<file path="src/rtl/mux8_pkg.sv">
// Shared definitions for the 8:1 mux select sequencer.
// Holds the FSM state encoding and the datapath widths.
package mux8_pkg;

  localparam int unsigned DATA_W = 8;
  localparam int unsigned SEL_W  = 3;
  localparam int unsigned CNT_W  = 8;

  localparam logic [SEL_W-1:0] SEL_LAST = 3'd7;

  typedef enum logic [1:0] {
    ST_IDLE   = 2'd0,
    ST_SHIFT  = 2'd1,
    ST_PARITY = 2'd2
  } state_t;

endpackage

</file>
<file path="src/rtl/bit_tick_gen.sv">
// Bit-period divider: counts enabled cycles and pulses tick on the last
// cycle of each DIV-cycle bit period. clr restarts the period.
module bit_tick_gen
  import mux8_pkg::*;
#(
  parameter int unsigned DIV = 1
) (
  input  logic clk,
  input  logic rst,
  input  logic en,
  input  logic clr,
  output logic tick
);

  localparam logic [CNT_W-1:0] CNT_LAST = CNT_W'(DIV - 1);

  logic [CNT_W-1:0] div_cnt;

  // Period counter: wraps to zero on the last cycle of each bit.
  always_ff @(posedge clk) begin
    if (rst || clr) begin
      div_cnt <= '0;
    end else if (en) begin
      if (div_cnt == CNT_LAST) begin
        div_cnt <= '0;
      end else begin
        div_cnt <= div_cnt + 1'b1;
      end
    end
  end

  // Tick only while counting, so an idle sequencer never sees one.
  always_comb begin
    tick = en && (div_cnt == CNT_LAST);
  end

endmodule

</file>
<file path="src/rtl/mux8_sel_sequencer.sv">
// Upstream driver for the 8:1 mux datapath: accepts a byte over valid/ready,
// then steps the mux select 0..7 presenting one bit per DIV cycles on sout,
// LSB first. Define PARITY_EN to append an even-parity bit after bit 7.
module mux8_sel_sequencer
  import mux8_pkg::*;
#(
  parameter int unsigned DIV = 1
) (
  input  logic              clk,
  input  logic              rst,
  input  logic [DATA_W-1:0] din,
  input  logic              din_valid,
  output logic              din_ready,
  output logic [SEL_W-1:0]  sel,
  output logic              sout,
  output logic              sout_valid,
  output logic              sout_last,
  output logic              busy
);

  state_t            state;
  state_t            state_nxt;
  logic [DATA_W-1:0] word_q;
  logic              tick;
  logic              last_bit;
  logic              end_frame;
  logic              accept;
  logic              counting;

  assign counting = (state != ST_IDLE);

  bit_tick_gen #(
    .DIV (DIV)
  ) u_tick (
    .clk  (clk),
    .rst  (rst),
    .en   (counting),
    .clr  (accept),
    .tick (tick)
  );

  // Handshake and frame-boundary decode; depends only on registered state.
  always_comb begin
`ifdef PARITY_EN
    last_bit = (state == ST_PARITY);
`else
    last_bit = (state == ST_SHIFT) && (sel == SEL_LAST);
`endif
    end_frame = tick && last_bit;
    din_ready = (state == ST_IDLE) || end_frame;
    accept    = din_valid && din_ready;
  end

  // State register.
  always_ff @(posedge clk) begin
    if (rst) begin
      state <= ST_IDLE;
    end else begin
      state <= state_nxt;
    end
  end

  // Next-state logic; end of frame restarts directly when a word is waiting.
  always_comb begin
    state_nxt = state;
    unique case (state)
      ST_IDLE: begin
        if (accept) begin
          state_nxt = ST_SHIFT;
        end
      end
      ST_SHIFT: begin
        if (tick && (sel == SEL_LAST)) begin
`ifdef PARITY_EN
          state_nxt = ST_PARITY;
`else
          state_nxt = accept ? ST_SHIFT : ST_IDLE;
`endif
        end
      end
`ifdef PARITY_EN
      ST_PARITY: begin
        if (tick) begin
          state_nxt = accept ? ST_SHIFT : ST_IDLE;
        end
      end
`endif
      default: state_nxt = ST_IDLE;
    endcase
  end

  // Held word: captured on every accepted handshake.
  always_ff @(posedge clk) begin
    if (rst) begin
      word_q <= '0;
    end else if (accept) begin
      word_q <= din;
    end
  end

  // Mux select: advances on each bit tick, parks at 7 for parity, and only
  // returns to 0 through a frame restart or the return to idle.
  always_ff @(posedge clk) begin
    if (rst) begin
      sel <= '0;
    end else if (accept || end_frame) begin
      sel <= '0;
    end else if ((state == ST_SHIFT) && tick && (sel != SEL_LAST)) begin
      sel <= sel + 1'b1;
    end
  end

  // Serial outputs decoded from registered state.
  always_comb begin
    busy       = (state != ST_IDLE);
    sout_valid = busy;
    sout_last  = last_bit;
    sout       = 1'b0;
    unique case (state)
      ST_SHIFT:  sout = word_q[sel];
`ifdef PARITY_EN
      ST_PARITY: sout = ^word_q;
`endif
      default:   sout = 1'b0;
    endcase
  end

endmodule
</file>
<file path="config.mk">
export PLATFORM = sky130hd
export DESIGN_NAME = mux8_sel_sequencer
export DESIGN_NICKNAME = d
export VERILOG_FILES = /design/src/rtl/mux8_pkg.sv /design/src/rtl/bit_tick_gen.sv /design/src/rtl/mux8_sel_sequencer.sv
export SDC_FILE = /design/constraint.sdc
export NUM_CORES = 1
export LEC_CHECK = 0
export CELL_PAD_IN_SITES_DETAIL_PLACEMENT = 1
export CELL_PAD_IN_SITES_GLOBAL_PLACEMENT = 1
export CORE_MARGIN = 5
export CORE_UTILIZATION = 40
export DETAILED_ROUTE_END_ITERATION = 8
export GPL_ROUTABILITY_DRIVEN = 1
export PLACE_DENSITY = 0.78
export SYNTH_ARGS = -nofsm -noshare
export SYNTH_HDL_FRONTEND = slang
export SYNTH_SLANG_ARGS = --single-unit
</file>
<file path="constraint.sdc">
create_clock -name clk -period 4.5 [get_ports clk]
set_input_delay 1.35 -clock clk [delete_from_list [all_inputs] [get_ports clk]]
set_output_delay 1.35 -clock clk [all_outputs]
set_load 0.05 [all_outputs]
</file>
==> impl_metrics.csv, run 1 <==
group,metric,value,unit
logic_synthesis,syn_area,1210,sq um
critical_path,critPathKind,"reg2out",
floorplanning,core,2980,sq um
floorplanning,num_rows,20,
pwr,vdd_drop_max,123,uV
global_routing,grt.total_usage,17.3,%
cts,cts_tree,"built",
sta,maxSlewHeadroom,55.6,%
routing,dr.first_iter.drc_count,51,
critical_path,cp-end-kind,"output pin",
logic_synthesis,synth-simple-area-share,30.2,%
sta,fin_crit,4.12,ns
run,maxCapViolCount,0,
hold_path,hold_depth,2,
critical_path,critPathLaunch,"sel[0]",
critical_path,crit_path_start_kind,"flop",
cts,path_clk_slew,0.13,ns
logic_synthesis,synth_top_family_by_area,"simple AND/OR/NAND/NOR gates",
routing,drc,0,
global_routing,gr-total-overflow,0,
logic_synthesis,ys_types,32,
sta,finalClockSkew,0.0102,ns
logic_synthesis,ys_seq_area_share,33.1,%
placement,place.gp.congestion,0.779,
finish,n_antenna_cell,0,
sta,fin_crit_sh,91.6,%
sta,setup_viol,0,
hold_path,holdCritPathClass,"reg2reg",
critical_path,required,3.15,ns
cts,hold_buffers,0,
global_routing,grt_max_degree,21,
routing,vias,1157,
sta,fin_setup_tns,0,ns
logic_synthesis,synth_fa_ha_area_share,4.14,%
pwr,clockPowerShare,36.6,%
sta,finalHoldViolCount,0,
sta,rsz0062_at_grt,"no",
pwr,switching_share,27.2,%
logic_synthesis,synth_xor_xnor_area_share,2.90,%
logic_synthesis,async_flop_share,0,%
pwr,pwr-share-seq,46.0,%
cts,cts-root-buf,"clkbuf_4",
finish,drive_above_1_share,7.19,%
pwr,p_comb_share,17.4,%
critical_path,rr_startpoint,"sel[0]",
finish,register_area,400,sq um
finish,post-route-util,48.4,%
routing,wl_per_cell,18.0,um
logic_synthesis,synth_warnings,0,
logic_synthesis,synthCells,142,
routing,postRouteAntennaNets,0,
cts,cts-buffers-inserted,3,
cts,clock_sinks,20,
routing,avgViaCountPerCell,6.22,
global_routing,grt_antenna_before_repair,0,
floorplanning,dieHeight,65.0,um
logic_synthesis,synth-seq-cells,20,
run_status,run_status,"completed",
critical_path,reg2reg_depth,6,
critical_path,r2r_end,"word_q[1]",
cts,cts_resized,0,
floorplanning,boundaryPins,19,
sta,maxSlewViolCount,0,
global_routing,grt_pass1_wl,5730,um
global_routing,grt_pass1_vias,1213,
routing,first_pass_iters,4,
routing,wl,3340,um
placement,dpl.hpwl,2460,um
finish,syn_to_final_growth,19.0,%
floorplanning,start_util,40.6,%
placement,place.port_buffers,18,
logic_synthesis,synthFlopType,"dfxtp_1",
finish,fill_cells,354,
logic_synthesis,muxShareOfSynthArea,7.03,%
critical_path,crit_end,"din_ready",
logic_synthesis,avgSynthCellArea,8.52,sq um
floorplanning,die_w,65.0,um
cts,post_cts_buffers,0,
critical_path,worstPathMaxFanout,6,
logic_synthesis,synth-edff-count,0,
pwr,p_leak,0.503,nW
sta,max_freq,0.243,GHz
finish,multi_input_area,724,sq um
pwr,power_density,290,nW/um^2
pwr,switchingPower,0.114,mW
cts,htree_levels,1,
finish,fin_nets,169,
logic_synthesis,synth_compound_area_share,15.6,%
floorplanning,die-area,4220,sq um
cts,clk_latency,0.31,ns
logic_synthesis,synth_nets,157,
critical_path,cp.arrival,2.77,ns
sta,tightest_slew,0.664,ns
cts,clockBufferDepth,2,
pwr,p_int,0.304,mW
pwr,total_power,0.418,mW
critical_path,rrSetupSlack,2.22,ns
synthesized netlist by cell type, types with 2 or more instances:
library cell / number / area [sq um]
or4b_1: 2 / 20.0
mux4_2: 2 / 45.0
nand4_1: 4 / 25.0
mux2i_1: 4 / 40.0
ha_1: 4 / 50.1
a21oi_1: 5 / 25.0
nand2_1: 11 / 41.3
a31oi_1: 8 / 50.1
buf_2: 2 / 10.0
o21ai_0: 3 / 15.0
clkbuf_1: 8 / 30.0
nor3b_1: 8 / 60.1
buf_1: 2 / 7.51
or4_1: 8 / 60.1
or3_1: 4 / 25.0
xor2_1: 3 / 26.3
inv_1: 5 / 18.8
nand3_1: 13 / 65.1
o2111ai_1: 8 / 70.1
nor2_1: 6 / 22.5
nand4b_1: 2 / 17.5
dfxtp_1: 20 / 400
per-stage QoR:
step	hold slack (ns)	instances	cell area, sq um	setup WS, ns
2_1_floorplan	0.453	142	1210	0.558
3_5_place_dp	0.500	182	1390	0.769
3_3_place_gp	0.474	182	1390	0.844
6_report	0.516	186	1440	0.379
5_1_grt	0.557	186	1440	0.272
4_1_cts	0.518	186	1440	0.366
kinds of logic (layout without fill, tap and decap cells):
family                     count (synthesis)  count (layout)
adders and majority gates                  4               4
DFF                                       20              20
buffers and inverters                     19              30
muxes                                      6               6
and+or+nand+nor                           62              62
xor gates and xnor gates                   4               4
AOI/OAI and AO/OA                         27              27
registers in the layout (all words and copies together), names as in the netlist:
register	flops
state	1
word_q	8
sel	3
u_tick.div_cnt	8
critical path, stage by stage, from the launching register on:
cell,delay (ns)
dfxtp_1,0.47
ha_1,0.20
ha_1,0.23
or4b_1,0.51
o21ai_1,0.21
clkdlybuf4s50_1,0.84
cell type report:
class / instances / area share (%)
clock buffers: 3 / 1.56
clock inverters: 1 / 2.09
inverters: 5 / 1.30
multi-input cells: 103 / 50.3
flip-flops and latches: 20 / 27.8
well taps: 33 / 2.87
repair buffers: 21 / 14.1
worst min path at each step:
| stage | from | slack, ns | end |
|---|---|---|---|
| after floorplan | u_tick.div_cnt[7] | 0.45 | u_tick.div_cnt[7] |
| after global placement | u_tick.div_cnt[7] | 0.47 | u_tick.div_cnt[7] |
| after detailed placement | u_tick.div_cnt[7] | 0.50 | u_tick.div_cnt[7] |
| after CTS | u_tick.div_cnt[7] | 0.52 | u_tick.div_cnt[7] |
| after global routing | u_tick.div_cnt[7] | 0.56 | u_tick.div_cnt[7] |
| final | u_tick.div_cnt[7] | 0.52 | u_tick.div_cnt[7] |
placed cells by master, fill, tap and decap left out:
| cell | count |
|---|---|
| ha_1 | 4 |
| clkdlybuf4s50_1 | 18 |
| xnor2_1 | 1 |
| nor2_1 | 6 |
| mux2i_1 | 4 |
| or4b_1 | 2 |
| bufinv_16 | 1 |
| dfxtp_1 | 20 |
| a21oi_1 | 5 |
| or3_1 | 4 |
| nor3b_1 | 8 |
| o21ai_0 | 3 |
| nor2b_1 | 1 |
| a31oi_1 | 8 |
| nand4b_1 | 2 |
| buf_4 | 3 |
| nand2b_1 | 1 |
| xor2_1 | 3 |
| clkbuf_4 | 3 |
| o21ai_1 | 1 |
| mux4_2 | 2 |
| inv_1 | 5 |
| nand4_1 | 4 |
| nand3_1 | 13 |
| nand2_1 | 11 |
| o211ai_1 | 1 |
| o2111ai_1 | 8 |
| nor3_2 | 1 |
| or4_1 | 8 |
| o311ai_2 | 1 |
| and2_1 | 1 |
layer usage:
metal	global-route usage [%]	part of all wire, %	vias to the layer above
met5	0	0	-
met4	7.65	2.3	0
met3	2.60	2.8	8
met2	32.6	54	25
met1	18.9	41	561
li1	-	-	563
power groups by stage:
stage	sequential, mW	clock [mW]	combinational (mW)
5_1_grt	0.193	0.165	0.0786
3_3_place_gp	0.195	0	0.0700
3_5_place_dp	0.196	0	0.0731
4_1_cts	0.192	0.155	0.0733
6_report	0.192	0.153	0.0727
2_1_floorplan	0.199	0	0.0434
Note: power is estimated with default switching activity, not from simulation.
==> run 2, diff against run 1 <==
Clock period 4.5 ns to 5 ns, I/O delays scaled along.
==> run 2 against run 1 <==
  * Register-to-register slack better by 0.41 ns
  * Die area unchanged
  * Count of clock-buffer cells in the layout unchanged
  * First-iteration DRC count down 25%
  * Combinational power down 12%
  * Worst hold slack worse by 0.0071 ns
  * Critical endpoint unchanged
  * Core utilization down 1.5 points
==> impl_metrics.csv, run 2 (synthesis results as in run 1) <==
group,metric,value,unit
run_status,run_status,"completed",
cts,cts-root-buf,"clkbuf_4",
floorplanning,boundaryPins,19,
floorplanning,die_w,65.0,um
sta,fin_crit_sh,90.7,%
finish,mostFrequentLayoutCells,"dfxtp_1, clkdlybuf4s50_1, nand3_1, nand2_1",
floorplanning,die-area,4220,sq um
critical_path,crit_end,"din_ready",
critical_path,r2r_end,"word_q[4]",
placement,dpl.hpwl,2320,um
cts,hold_buffers,0,
pwr,power_density,227,nW/um^2
critical_path,critPathKind,"reg2out",
routing,postRouteAntennaNets,0,
critical_path,worstPathMaxFanout,17,
sta,timing.hold.ws,0.509,ns
global_routing,gr-total-overflow,0,
placement,place.port_buffers,18,
finish,syn_to_final_growth,15.3,%
routing,avgViaCountPerCell,6.37,
sta,maxSlewHeadroom,56.2,%
global_routing,grt_antenna_before_repair,0,
sta,finalHoldViolCount,0,
critical_path,rr_startpoint,"sel[0]",
sta,finalClockSkew,0.00225,ns
cts,clock_sinks,20,
finish,multi_input_area,724,sq um
finish,fin_area,1400,sq um
finish,n_antenna_cell,0,
routing,drc,0,
critical_path,crit_path_start_kind,"flop",
cts,clockBufferDepth,2,
critical_path,rrSetupSlack,2.63,ns
finish,register_area,400,sq um
cts,htree_levels,1,
global_routing,grt.total_usage,17.2,%
sta,setup_viol,0,
pwr,p_leak,0.479,nW
routing,wl_per_cell,17.5,um
run,maxCapViolCount,0,
global_routing,grt_max_degree,21,
pwr,vdd_drop_max,120,uV
global_routing,grt_pass1_wl,5540,um
routing,wl,3200,um
floorplanning,start_util,40.6,%
sta,fin_crit,4.54,ns
finish,reg_top3,"u_tick.div_cnt x8, word_q x8, sel x3",
finish,fin_nets,167,
placement,placed_cell_area,1370,sq um
placement,place.gp.congestion,0.762,
floorplanning,num_rows,20,
critical_path,cp.arrival,3.04,ns
critical_path,required,3.50,ns
cts,cts-buffers-inserted,3,
finish,final_common_cell,"dfxtp_1",
sta,fin_setup_tns,0,ns
critical_path,reg2reg_depth,5,
sta,maxSlewViolCount,0,
hold_path,holdCritPathClass,"reg2reg",
cts,clk_latency,0.31,ns
cts,cts_tree,"built",
routing,dr.first_iter.drc_count,38,
critical_path,cp-end-kind,"output pin",
routing,first_pass_iters,4,
floorplanning,core,2980,sq um
global_routing,grt_pass1_vias,1194,
sta,tightest_slew,0.655,ns
cts,cts_resized,0,
cts,post_cts_buffers,0,
finish,fill_cells,353,
sta,max_freq,0.220,GHz
routing,vias,1166,
cts,path_clk_slew,0.11,ns
finish,drive_above_1_share,5.33,%
sta,rsz0062_at_grt,"no",
floorplanning,dieHeight,65.0,um
critical_path,critPathLaunch,"sel[0]",
[run 2: power by group]
group / internal (mW) / switching [mW] / total [mW]
registers: 0.166 / 0.00694 / 0.173
logic: 0.0260 / 0.0381 / 0.0641
clock network: 0.0282 / 0.0514 / 0.0796
total: 0.220 / 0.0965 / 0.317
[run 2: final cells by class]
class | instances | share of cell area, %
Timing Repair Buffer | 19 | 13.5
Inverter | 5 | 1.35
Clock buffer | 3 | 1.61
Multi-Input combinational cell | 103 | 51.9
Sequential cell | 20 | 28.7
Tap cell | 33 | 2.96
[run 2: critical path, stage by stage, from the launching register on]
cell and delay [ns]:
dfxtp_1 0.49, ha_1 0.21, ha_1 0.22, or4b_1 0.72, o21ai_1 0.26, clkdlybuf4s50_1 0.83
[run 2: routing by layer]
metal / routed length [um] / GRT usage [%] / part of all wire [%]
met1: 1350 / 19.3 / 42
met2: 1620 / 29.6 / 51
met5: 0 / 0 / 0
met4: 135 / 11.1 / 4.2
met3: 93 / 2.95 / 2.9
[run 2: stage by stage]
| stage | setup slack (ns) | power, mW | util (%) | cells |
|---|---|---|---|---|
| after global routing | 0.286 | 0.331 | 46.8 | 183 |
| final | 0.463 | 0.317 | 46.8 | 183 |
| after global placement | 0.917 | 0.238 | 46.1 | 180 |
| after CTS | 0.464 | 0.322 | 46.8 | 183 |
| after detailed placement | 0.819 | 0.241 | 46.1 | 180 |
| after floorplan | 0.908 | 0.218 | - | 142 |
[run 2: worst min-delay path by stage]
stage	startpoint	end	depth (start not counted)
6_report	u_tick.div_cnt[7]	u_tick.div_cnt[7]	2
5_1_grt	u_tick.div_cnt[7]	u_tick.div_cnt[7]	2
2_1_floorplan	u_tick.div_cnt[7]	u_tick.div_cnt[7]	2
3_3_place_gp	u_tick.div_cnt[7]	u_tick.div_cnt[7]	2
3_5_place_dp	u_tick.div_cnt[7]	u_tick.div_cnt[7]	2
4_1_cts	u_tick.div_cnt[7]	u_tick.div_cnt[7]	2
==> run 3, diff against run 2 <==
Settings changed: CTS_CLUSTER_DIAMETER set to 40, SKIP_CTS_REPAIR_TIMING set to 1.
==> results of run 3 <==
Same layout as run 2: the final DEF is identical, and so are final timing and power.
